### config.mk
export PLATFORM = sky130hd
export DESIGN_NAME = multi_channel_smoother
export DESIGN_NICKNAME = d
export VERILOG_FILES = /design/src/rtl/multi_channel_smoother.sv
export SDC_FILE = /design/constraint.sdc
export NUM_CORES = 1
export LEC_CHECK = 0
export ABC_CLOCK_PERIOD_IN_PS = 1600
export CORE_UTILIZATION = 45
export DETAILED_ROUTE_END_ITERATION = 8
export PLACE_DENSITY = 0.7
export SYNTH_ARGS = -nofsm -noshare
export SYNTH_HDL_FRONTEND = slang
export SYNTH_SLANG_ARGS = --single-unit
### constraint.sdc
create_clock -name clock -period 1.6 [get_ports clock]
set_clock_uncertainty 0.1 [all_clocks]
set_input_delay 0.32 -clock clock [delete_from_list [all_inputs] [get_ports clock]]
set_output_delay 0.32 -clock clock [all_outputs]
set_load 0.01 [all_outputs]
### src/rtl/multi_channel_smoother.sv
// Purpose: per-channel glitch filter; a new value reaches dataout after DEPTH consecutive equal valid samples.
// Latency: DEPTH valid samples + 1 clock when filtering, 1 clock in bypass; all outputs registered.
// Backpressure: none; accepts one sample set per clock whenever in_valid is high.
module multi_channel_smoother #(
  parameter int BUS      = 6,
  parameter int CHANNELS = 4,
  parameter int DEPTH    = 3
) (
  input  logic                     clock,
  input  logic                     reset,
  input  logic                     in_valid,
  input  logic                     bypass,
  input  logic [CHANNELS*BUS-1:0]  datain,
  output logic [CHANNELS*BUS-1:0]  dataout,
  output logic                     out_valid,
  output logic [CHANNELS-1:0]      changed
);

  // Run counter saturates at DEPTH, so it needs to hold values 0..DEPTH.
  localparam int RW = $clog2(DEPTH + 1);
  localparam logic [RW-1:0] RUN_MAX = RW'(DEPTH);

  logic [BUS-1:0]      samp    [CHANNELS];
  logic [BUS-1:0]      cand_q  [CHANNELS];
  logic [BUS-1:0]      cand_d  [CHANNELS];
  logic [RW-1:0]       run_q   [CHANNELS];
  logic [RW-1:0]       run_d   [CHANNELS];
  logic [BUS-1:0]      out_q   [CHANNELS];
  logic [BUS-1:0]      out_d   [CHANNELS];
  logic [CHANNELS-1:0] changed_q;
  logic [CHANNELS-1:0] changed_d;
  logic                out_valid_q;

  // Unpack the input bus and pack the output registers, channel c at [c*BUS +: BUS].
  for (genvar g = 0; g < CHANNELS; g++) begin : g_chan_io
    assign samp[g]                  = datain[g*BUS +: BUS];
    assign dataout[g*BUS +: BUS]    = out_q[g];
  end

  // Per-channel next state: bypass forces the sample through and primes the run as
  // saturated; filtering counts consecutive equal samples and commits on reaching DEPTH.
  always_comb begin
    for (int c = 0; c < CHANNELS; c++) begin
      cand_d[c]    = cand_q[c];
      run_d[c]     = run_q[c];
      out_d[c]     = out_q[c];
      changed_d[c] = 1'b0;
      if (in_valid) begin
        if (bypass) begin
          cand_d[c]    = samp[c];
          run_d[c]     = RUN_MAX;
          out_d[c]     = samp[c];
          changed_d[c] = (samp[c] != out_q[c]);
        end else begin
          if (samp[c] == cand_q[c]) begin
            run_d[c] = (run_q[c] == RUN_MAX) ? RUN_MAX : run_q[c] + 1'b1;
          end else begin
            cand_d[c] = samp[c];
            run_d[c]  = {{(RW-1){1'b0}}, 1'b1};
          end
          // While saturated the output is rewritten with the same value, so no strobe.
          if (run_d[c] == RUN_MAX) begin
            out_d[c]     = samp[c];
            changed_d[c] = (samp[c] != out_q[c]);
          end
        end
      end
    end
  end

  // State registers; reset has priority over any sample presented in the same cycle.
  always_ff @(posedge clock) begin
    if (reset) begin
      for (int c = 0; c < CHANNELS; c++) begin
        cand_q[c] <= '0;
        run_q[c]  <= '0;
        out_q[c]  <= '0;
      end
      changed_q   <= '0;
      out_valid_q <= 1'b0;
    end else begin
      cand_q      <= cand_d;
      run_q       <= run_d;
      out_q       <= out_d;
      changed_q   <= changed_d;
      out_valid_q <= in_valid;
    end
  end

  assign changed   = changed_q;
  assign out_valid = out_valid_q;

endmodule

## After elaboration in Yosys (flattened, before gate mapping)

Index checks and enable logic that the tools add are counted.
Widths: inputs -> output; s select.

| storage, ports and cells | value |
|---|---|
| input bits | 28 |
| output and inout port bits | 29 |
| register bits after elaboration | 61 |

| cells by class | value |
|---|---|
| bitwise gates (word level) | 1 |
| muxes and demuxes | 44 |
| equal/unequal tests | 20 |
| reductions and logical operators | 13 |
| $add $sub $neg | 4 |

Operator list:

| kind | count |
|---|---|
| $mux 6 | 16 |
| $mux 2 | 20 |
| $eq 6x6->1 | 4 |
| $ne 6x6->1 | 4 |
| $eq 2x2->1 const B | 8 |
| $reduce_and 2->1 | 8 |
| $add 2x1->2 const B | 4 |
| $mux 1 | 8 |
| $ne 2x2->1 const B | 4 |
| $reduce_bool 2->1 | 4 |
| $reduce_or 2->1 | 1 |
| $not 1->1 | 1 |

## Depth between registers and ports, before layout

Gate-level depths: netlist of run 1.

| logic depth | value |
|---|---|
| depth in word-level cells | 8 |
| gate-level depth with buffers | 5 |
| depth with buffers taken out | 4 |

## Worst setup path before layout of run 1

OpenSTA, ideal clock, no wires.

| path | value |
|---|---|
| kind | input to register |
| from | input datain[20] |
| to | register out_q (netlist bit dataout[18]) |
| stages on the path | 5 |
| path buffers | 1 |
| library setup time | 0.072 ns |
| data arrival time | 1.307 ns |
| required time | 1.428 ns |
| slack | 0.121 ns |
| cells stage by stage | xor2_1 -> nor4_4 -> a41o_1 -> buf_4 -> mux2i_1 |

| between the ends | value |
|---|---|
| longest elaborated chain between the ends | 7 |

Ends and longest elaborated chain:

| what | line | text |
|---|---|---|
| start, declared | 13 | `input logic [CHANNELS*BUS-1:0] datain,` |
| $eq 6x6->1 | 55 | `if (samp[c] == cand_q[c]) begin` |
| $mux 2 | 55 |  |
| $mux 2 | 49 | `if (bypass) begin` |
| $mux 2 | 48 | `if (in_valid) begin` |
| $eq 2x2->1 | 62 | `if (run_d[c] == RUN_MAX) begin` |
| $reduce_bool 2->1 (no line) | - |  |
| $reduce_and 2->1 (no line) | - |  |
| end signal, assigned | 84 | `out_q <= out_d;` |
| end, declared | 28 | `logic [BUS-1:0] out_q [CHANNELS];` |

No other way between the ends. The select of a mux whose other input is x is not followed.
A chain may end at the register's enable or synchronous reset.

## Final worst setup path of run 1

| path | value |
|---|---|
| from | register cand_q[2] in the netlist's numbering |
| to | register out_q (netlist bit dataout[22]) |

| between the ends | value |
|---|---|
| longest elaborated chain between the ends | 7 |

Ends and longest elaborated chain:

| what | line | text |
|---|---|---|
| start, declared | 24 | `logic [BUS-1:0] cand_q [CHANNELS];` |
| start signal, assigned | 82 | `cand_q <= cand_d;` |
| $eq 6x6->1 | 55 |  |
| $mux 2 | 55 |  |
| $mux 2 | 49 |  |
| $mux 2 | 48 |  |
| $eq 2x2->1 | 62 |  |
| $reduce_bool 2->1 (no line) | - |  |
| $reduce_and 2->1 (no line) | - |  |

No other way between the ends. The select of a mux whose other input is x is not followed.

==> results of run 1 <==
==> per-stage QoR <==
stage               worst slack [ps]  setup TNS, ps  power (mW)  area (um^2)
detailed placement            -473.3         -20390       2.405         4058
CTS                           -26.94         -31.09       3.785         4304
finish                        -8.859         -8.859       3.751         4377
global placement              -400.9         -18850       2.392         4058
global route                  -116.4          -1438       3.940         4377
floorplan                      121.3              0       2.065         3089
==> how the worst min path moves through the flow <==
| stage | startpoint | endpoint | slack (ps) | depth (start not counted) |
|---|---|---|---|---|
| after global routing | reset | cand_q[3] | 260 | 3 |
| after detailed placement | run_q[7] | run_q[7] | 380 | 2 |
| after floorplan | run_q[6] | run_q[6] | 340 | 1 |
| after global placement | run_q[6] | run_q[6] | 360 | 1 |
| after CTS | reset | cand_q[3] | 240 | 3 |
| final | reset | cand_q[3] | 250 | 3 |
==> power by group <==
part	internal (mW)	leakage, nW	total, mW	switching [mW]
Combinational	0.376	1.40	0.692	0.316
Clock	0.755	0.0943	1.38	0.623
Sequential	1.61	0.505	1.68	0.0693
==> cell usage in the layout (no fill, tap or decap), types with 4 or more instances in the layout <==
| cell | n |
|---|---|
| nand2b_1 | 64 |
| dfxtp_1 | 53 |
| mux2i_1 | 48 |
| dlygate4sd2_1 | 39 |
| buf_4 | 39 |
| xor2_1 | 21 |
| nor2_1 | 17 |
| xnor2_1 | 16 |
| xor2_2 | 11 |
| clkbuf_8 | 10 |
| clkdlybuf4s50_1 | 10 |
| dfxtp_2 | 8 |
| nor3_1 | 6 |
| dlymetal6s2s_1 | 6 |
| buf_6 | 5 |
| nor4_4 | 4 |
| a41o_1 | 4 |
| nand4_1 | 4 |
| nor3b_2 | 4 |
| inv_1 | 4 |
| o21ai_0 | 4 |
==> cell type report <==
| cell class | count | area [um^2] | area share |
|---|---|---|---|
| timing repair buffer | 103 | 930.9 | 0.2127 |
| inverter | 6 | 22.52 | 0.005146 |
| multi-input combinational | 225 | 1896 | 0.4331 |
| clock inverter | 6 | 62.56 | 0.01429 |
| clock buffer | 10 | 137.6 | 0.03145 |
| sequential | 61 | 1231 | 0.2813 |
| tap | 77 | 96.34 | 0.02201 |
==> state kept, by name, indices dropped and copies added, names as in the netlist <==
name / flops
changed: 4
dataout: 24
out_valid: 1
cand_q: 24
run_q: 8
==> metal layers <==
| layer | up-vias | track usage | part of all wire |
|---|---|---|---|
| li1 | 1230 | - | - |
| met1 | 1107 | 0.2472 | 0.48 |
| met2 | 41 | 0.3067 | 0.47 |
| met3 | 8 | 0.03405 | 0.035 |
| met4 | 0 | 0.07858 | 0.018 |
| met5 | - | 0 | 0 |
==> timing repair <==
action / in CTS / in global routing
setup endpoints to repair: 65 / 44
gates resized for setup: 56 / 20
pin swaps: 9 / 11
buffers inserted: 0 / 1
==> kinds of logic (layout without fill, tap and decap cells) <==
family	after synthesis	after routing	share of synthesized area
flip-flops	61	61	0.3953
multiplexers	48	48	0.1555
XOR/XNOR	48	48	0.1361
buffers and inverters	21	125	0.03119
AO/OA/AOI/OAI	19	19	0.04941
AND/OR/NAND/NOR	110	110	0.2325
==> worst register-to-register path, stage by stage, from the launching register on <==
cell and delay (ps):
dfxtp_2 340, xor2_2 190, nor4_4 330, a41o_1 270, buf_6 130, mux2i_1 180
==> results.py, run 1 <==
metrics = {
    "run_status": {
        "status": "finished with violations",
        "violated_checks": "design-rule violations, negative setup slack",
    },
    "sta": {
        "setup_viol": 1,
        "tightestPinTransition_ps": 372.3,
        "clock.fmax_mhz": 621.6,
        "slew_headroom": 0.7509,
        "report.final.slew_viol_count": 0,
        "final-hold-violation-count": 0,
        "minimum_clock_period_after_layout_ps": 1609,
        "postLayoutSetupSlackWorst_ps": -8.859,
        "holdWs_ps": 246.9,
        "finalCritPeriodShare": 1.006,
        "unrepaired_setup_endpoints_after_global_routing": "true",
    },
    "clock_network": {
        "ctsHtreeMaxLevel": 3,
        "cts_num_sinks": 61,
        "clock-root-buffer": "clkbuf_8",
        "insertion_delay_ps": 340,
        "postCtsHoldBufs": 0,
        "clockBufferDepth": 2,
        "cts_tree": "built",
        "tritoncts.num_buffers": 9,
        "cts.clk_slew.worst_paths_ps": 70,
    },
    "synthesis": {
        "number_of_synthesized_register_bits": 61,
        "synth.largest_area_cell": "dfxtp_1",
        "number_of_enable_flip_flop_cells_after_synthesis": 0,
        "synthesis.nets": 335,
        "synth.top_cell.area_share": 0.3953,
        "part_of_the_yosys_area_used_for_sequential_elements": 0.3953,
        "synth_flop_cell": "dfxtp_1",
        "post_synth_most_frequent_cells": "nand2b_1 (64), dfxtp_1 (61), mux2i_1 (48), xor2_1 (32), nor2_1 (18)",
        "average_cell_area_after_synthesis_um2": 10.06,
        "synth_area_um2": 3089,
        "yosysWarnings": 0,
        "post_synth_inst_count": 307,
        "most_frequent_cell_after_synthesis": "nand2b_1",
        "post_synth_num_cell_types": 25,
        "post_synth_main_area_contributors": "dfxtp_1 (40%), mux2i_1 (16%), nand2b_1 (13%)",
        "async_reset_ff_frac": 0,
    },
    "global_routing": {
        "largest_net_degree_at_the_start_of_global_routing": 43,
        "first_global_vias": 2330,
        "congestion_overflow_gr": 0,
        "grt_first_pass_wirelength_um": 10720,
        "grt_usage": 0.1883,
        "grt_antenna_before_repair": 0,
    },
    "floorplanning": {
        "number_of_placed_i_o_pins": 57,
        "dieHeight_um": 84.86,
        "initial_utilization": 0.4756,
        "fp.coreArea_um2": 6495,
        "chipWidth_um": 84.86,
        "rows": 29,
        "floorplan.die_area_um2": 7200,
    },
    "routing": {
        "detailedRoute.firstPassIterationCount": 7,
        "routed_wl_per_cell_um": 13.16,
        "post_drt_via_cell_ratio": 4.889,
        "drt_wl_total_um": 6424,
        "drcViolationCount": 5,
        "drtAntennaViolNets": 0,
        "detail_route.iter0.violations": 52,
        "vias": 2386,
    },
    "finish": {
        "antenna_cells": 0,
        "fillCellCount": 545,
        "non_filler_cells_final": 488,
        "nNetsFinal": 434,
        "syn_to_final_growth_pct": 41.68,
        "drive_gt1_frac": 0.2482,
        "final_util": 0.6739,
    },
    "pwr": {
        "pwrdens_nw_per_um2": 857.1,
        "cellLeakagePower_nw": 2.003,
        "worst_ir_drop_vdd_mv": 0.5400,
    },
    "worst_setup_path": {
        "timing_worst_setup_path_type": "flop to flop",
        "critPathLaunchType": "flop",
        "critical_path.reg2reg.startpoint": "cand_q[2]",
        "critPathMaxStageDelay_ps": 340,
        "type_of_destination_of_the_critical_path": "flop",
        "required_time_of_the_critical_path_ps": 1770,
        "regToRegSetupSlack_ps": -9,
        "crit_path_end": "dataout[22]",
        "worstPathMaxFanout": 3,
        "path_delay_family": "flip-flops",
        "worst_r2r_endpoint": "dataout[22]",
        "timing.critical_path.cells": "xor2_2 -> nor4_4 -> a41o_1 -> buf_6 -> mux2i_1",
        "critPathArrivalTime_ps": 1780,
        "crit_cells": 5,
        "worst-r2r-cell-count": 5,
        "crit_slowest_cell": "dfxtp_2",
        "cp_num_buf_inv": 1,
        "crit_path_start": "cand_q[2]",
    },
    "worst_hold_path": {
        "worst_min_delay_path_class": "primary input to flop",
    },
    "place": {
        "place_inst": 472,
        "place_congestion": 0.7138,
        "port-buffer-count": 56,
        "detailedPlacementHpwl_um": 4585,
    },
    "run": {
        "timing.max_cap.violations": 0,
    },
}
No activity file was read; power rests on OpenSTA's default activity.
==> run 2: changes to the inputs <==
--- a/config.mk
+++ b/config.mk
@@ -7,6 +7,7 @@
 export LEC_CHECK = 0
 export ABC_CLOCK_PERIOD_IN_PS = 1600
 export CORE_UTILIZATION = 45
+export CTS_CLUSTER_SIZE = 8
 export DETAILED_ROUTE_END_ITERATION = 8
 export PLACE_DENSITY = 0.7
 export SYNTH_ARGS = -nofsm -noshare
==> results of run 2 <==
The final DEF is identical to that of run 1; final timing and power are the same.
==> edit 1, RTL diff (flow settings as in run 1) <==
`BUS`: 6 -> 12.
--- a/src/rtl/multi_channel_smoother.sv
+++ b/src/rtl/multi_channel_smoother.sv
@@ -2,7 +2,7 @@
 // Latency: DEPTH valid samples + 1 clock when filtering, 1 clock in bypass; all outputs registered.
 // Backpressure: none; accepts one sample set per clock whenever in_valid is high.
 module multi_channel_smoother #(
-  parameter int BUS      = 6,
+  parameter int BUS      = 12,
   parameter int CHANNELS = 4,
   parameter int DEPTH    = 3
 ) (
Interface: changed (resized datain and dataout); port bits go from 57 to 105. The function was not compared with the original's and may differ.
==> edit 1 against run 1 <==
  * The run ends with negative setup slack left
  * Total power grew 76%
  * Sequential cell count rose by 48
  * Cell area grew 83%
  * Worst setup slack worse by 0.17 ns
  * Critical path depth increased by 3
  * Synthesized area up 78%
  * Sequential power is 79% higher
  * Routed wire length up 110%
  * Largest power group unchanged
==> edit 1: results <==
metrics = {
    "timing": {
        "setup_viol": 103,
        "fin_ws_ns": -0.179,
        "slew_headroom_pct": 69.3,
        "fin_setup_tns_ns": -9.64,
    },
    "finish": {
        "area_growth_pct": 46.1,
        "drive_gt1_share_pct": 28.5,
        "inverters": 8,
        "fill_cells": 954,
        "clock_cell_area_share_pct": 3.88,
        "fin_cells": 890,
        "signal_buffers": 213,
        "multi_input_area_sq_mm": 0.00339,
        "nMultiInputCombCells": 401,
        "seq_area_sq_mm": 0.00222,
        "n_clock_buffer": 12,
        "bufAreaShareNonClock_pct": 23.5,
        "final_net_count": 794,
    },
    "synth": {
        "synth_seq_cells": 109,
        "avgSynthCellArea_sq_um": 9.98,
        "muxShareOfSynthArea_pct": 8.75,
        "ys_types": 32,
        "synth-compound-area-share_pct": 9.80,
        "synth_common_cells": "dfxtp_1, nand2b_1",
        "ys_seq_area_share_pct": 39.7,
        "synthTopCellsByArea": "dfxtp_1, nand2b_1, mux2i_1",
        "synth-xor-area-share_pct": 15.3,
        "netlist_area_sq_mm": 0.00549,
        "synth_fp_nets": 602,
    },
    "worst_setup_path": {
        "arrival_ns": 1.96,
        "crit_fanout": 6,
    },
    "grt": {
        "grt_use_met2_pct": 38.1,
        "grt.total_usage_pct": 22.0,
        "grt_pass1_wl_mm": 22.1,
        "globalRouteMet3Util_pct": 3.29,
        "grt_util_met1_pct": 27.4,
    },
    "placed_design": {
        "portBuffers": 104,
        "dp.cells": 850,
        "dp_slack_ns": -0.705,
        "dpl_cell_area_sq_mm": 0.00727,
        "gp_congestion": 0.796,
        "dpl.hpwl_mm": 9.24,
    },
    "power_and_ir_drop": {
        "p_sw_w": 0.00169,
        "power_frac_comb_pct": 18.9,
        "peakVddDrop_v": 0.000600,
        "p_seq_share_pct": 45.7,
        "p_leak_nw": 3.72,
        "switching_share_pct": 25.7,
    },
    "drt": {
        "met3_length_um": 457,
        "routedWlPerCell_um": 15.1,
        "drtIter0Drc": 228,
        "met2_length_mm": 6.61,
        "vias": 4600,
        "wl_met1_mm": 6.09,
        "drt_pass1_iterations": 4,
    },
    "outcome": {
        "outcome": "finished, violations left",
        "violations": "negative setup slack",
    },
    "clocking": {
        "cts_resized": 189,
        "post-cts-setup-buffer-count": 14,
        "root_buffer": "clkbuf_16",
    },
}
[edit 1: changes by cell type after synthesis, moves of 15 or more]
cell      before  now
xnor2_1       16   48
o21ai_0        4   26
nand3b_1       0   48
o21ai_1        0   26
nor2_1        18    3
xor2_1        32   48
dfxtp_1       61  109
nand2b_1      64   96
[edit 1: path summary, 6_finish.rpt]
path	startpoint	to	slack, ns	cells after the start
hold reg to reg	cand_q[2]	cand_q[2]	0.39	2
hold / removal	datain[13]	cand_q[25]	0.35	3
setup reg to reg	cand_q[9]	cand_q[3]	-0.18	8
setup / recovery	cand_q[9]	cand_q[3]	-0.18	8
[edit 1: critical path, cell delays in order (launching register included)]
cell and delay, ns:
dfxtp_1 0.34, xnor2_1 0.13, nand4_1 0.16, buf_4 0.19
o41ai_4 0.26, buf_4 0.19, buf_6 0.13, nand3b_1 0.10
o21ai_1 0.10
==> edit 2, RTL diff (settings of run 1) <==
Without the edit above. Reset style: asynchronous (`reset`), changed in one clocked block.
--- a/src/rtl/multi_channel_smoother.sv
+++ b/src/rtl/multi_channel_smoother.sv
@@ -69,7 +69,7 @@
   end
 
   // State registers; reset has priority over any sample presented in the same cycle.
-  always_ff @(posedge clock) begin
+  always_ff @(posedge clock or posedge reset) begin
     if (reset) begin
       for (int c = 0; c < CHANNELS; c++) begin
         cand_q[c] <= '0;
Function: differs if reset is asserted again (counterexample within 4 cycles, from zero or initial values and one cycle with reset high); with reset held inactive, the same outputs for 4 cycles.
==> edit 2 against run 1 <==
  * The run ends with negative setup slack left
  * Fmax is 9.3% lower
  * Sequential share of layout area is 5.9 points higher
  * Sequential cell count stayed put
  * Total power is 19% higher
  * Routed wire length is 0.45% lower
  * Cell area is 2.4% higher
  * Worst setup slack worse by 0.16 ns
  * Non-clock buffer count is 3 higher
  * Synthesized area is 4.0% lower
==> edit 2: results <==
metrics = {
    "outcome": {
        "outcome": "finished, violations left",
        "violations": "negative setup slack",
    },
    "synth": {
        "synth-xor-area-share_pct": 14.2,
        "ys_types": 27,
        "synthArstFlopShare_pct": 100,
        "synthTopCellsByArea": "dfrtp_1, mux2_2, xor2_1",
        "avgSynthCellArea_sq_um": 13.5,
        "synth_common_cells": "dfrtp_1, mux2_2, xor2_1, xnor2_1, nor2_1",
        "synth-compound-area-share_pct": 8.39,
        "ys_seq_area_share_pct": 51.5,
    },
    "finish": {
        "drive_gt1_share_pct": 44.8,
        "inverters": 1,
        "final_net_count": 360,
        "nMultiInputCombCells": 153,
        "fill_cells": 483,
        "bufAreaShareNonClock_pct": 20.8,
        "n_clock_buffer": 13,
        "multi_input_area_sq_mm": 0.00171,
    },
    "timing": {
        "setup_viol": 38,
        "slew_headroom_pct": 70.0,
        "fin_ws_ns": -0.174,
    },
    "grt": {
        "grt.total_usage_pct": 19.9,
        "grt_pass1_wl_mm": 10.9,
        "grt_max_degree": 62,
        "grt_pass1_vias": 2313,
    },
    "placed_design": {
        "dpl_cell_area_sq_mm": 0.00386,
    },
    "min_path": {
        "whs_endpoint": "dataout[11]",
        "hold_path_depth": 2,
    },
    "drt": {
        "routed_wl_mm": 6.40,
        "via_per_inst": 5.14,
        "vias": 2127,
    },
    "worst_setup_path": {
        "r2r-end": "cand_q[6]",
    },
    "power_and_ir_drop": {
        "switching_share_pct": 27.8,
        "p_leak_nw": 2.04,
    },
}
[edit 2: worst max-delay path by stage]
stage,start,endpoint,cells past startpoint
2_1_floorplan,cand_q[22],cand_q[19],4
3_3_place_gp,datain[15],dataout[17],5
3_5_place_dp,datain[15],dataout[15],5
4_1_cts,cand_q[8],cand_q[6],5
5_1_grt,cand_q[10],cand_q[6],5
6_report,cand_q[10],cand_q[6],5
[edit 2: critical path, stage by stage, from the launching register on]
cell and delay (ns):
dfrtp_1 0.40, xor2_2 0.16, or2_4 0.27, o31ai_4 0.27, buf_4 0.16, mux2_4 0.29
[edit 2: per-stage QoR]
| step | setup slack [ns] | power [W] | utilization [%] | setup TNS, ns |
|---|---|---|---|---|
| finish | -0.174 | 0.00445 | 70.6 | -3.78 |
| global placement | -0.612 | 0.00286 | 60.8 | -25.99 |
| CTS | -0.177 | 0.00443 | 68.5 | -3.73 |
| detailed placement | -0.666 | 0.00288 | 60.8 | -27.60 |
| floorplan | -0.0404 | 0.00241 | - | -0.507 |
| global route | -0.254 | 0.00466 | 70.6 | -6.26 |
[edit 2: power by group through the flow]
stage          combinational, W  clock [W]  sequential (W)
6_report                0.00111    0.00146         0.00188
5_1_grt                 0.00119    0.00155         0.00191
4_1_cts                 0.00106    0.00149         0.00188
3_5_place_dp           0.000989          0         0.00190
3_3_place_gp           0.000975          0         0.00189
2_1_floorplan          0.000488          0         0.00192
[edit 2: repair_timing]
action                     CTS  global route
setup endpoints to repair   71            42
resized for setup          101            14
buffers inserted            12            10
pin swaps                   27            28
[edit 2: per-layer routing]
metal / track usage [%] / vias up / share of wire [%]
li1: - / 1010 / -
met1: 25.4 / 1068 / 44
met2: 32.7 / 40 / 51
met3: 3.98 / 9 / 3.4
met4: 9.40 / 0 / 1.7
met5: 0 / - / 0
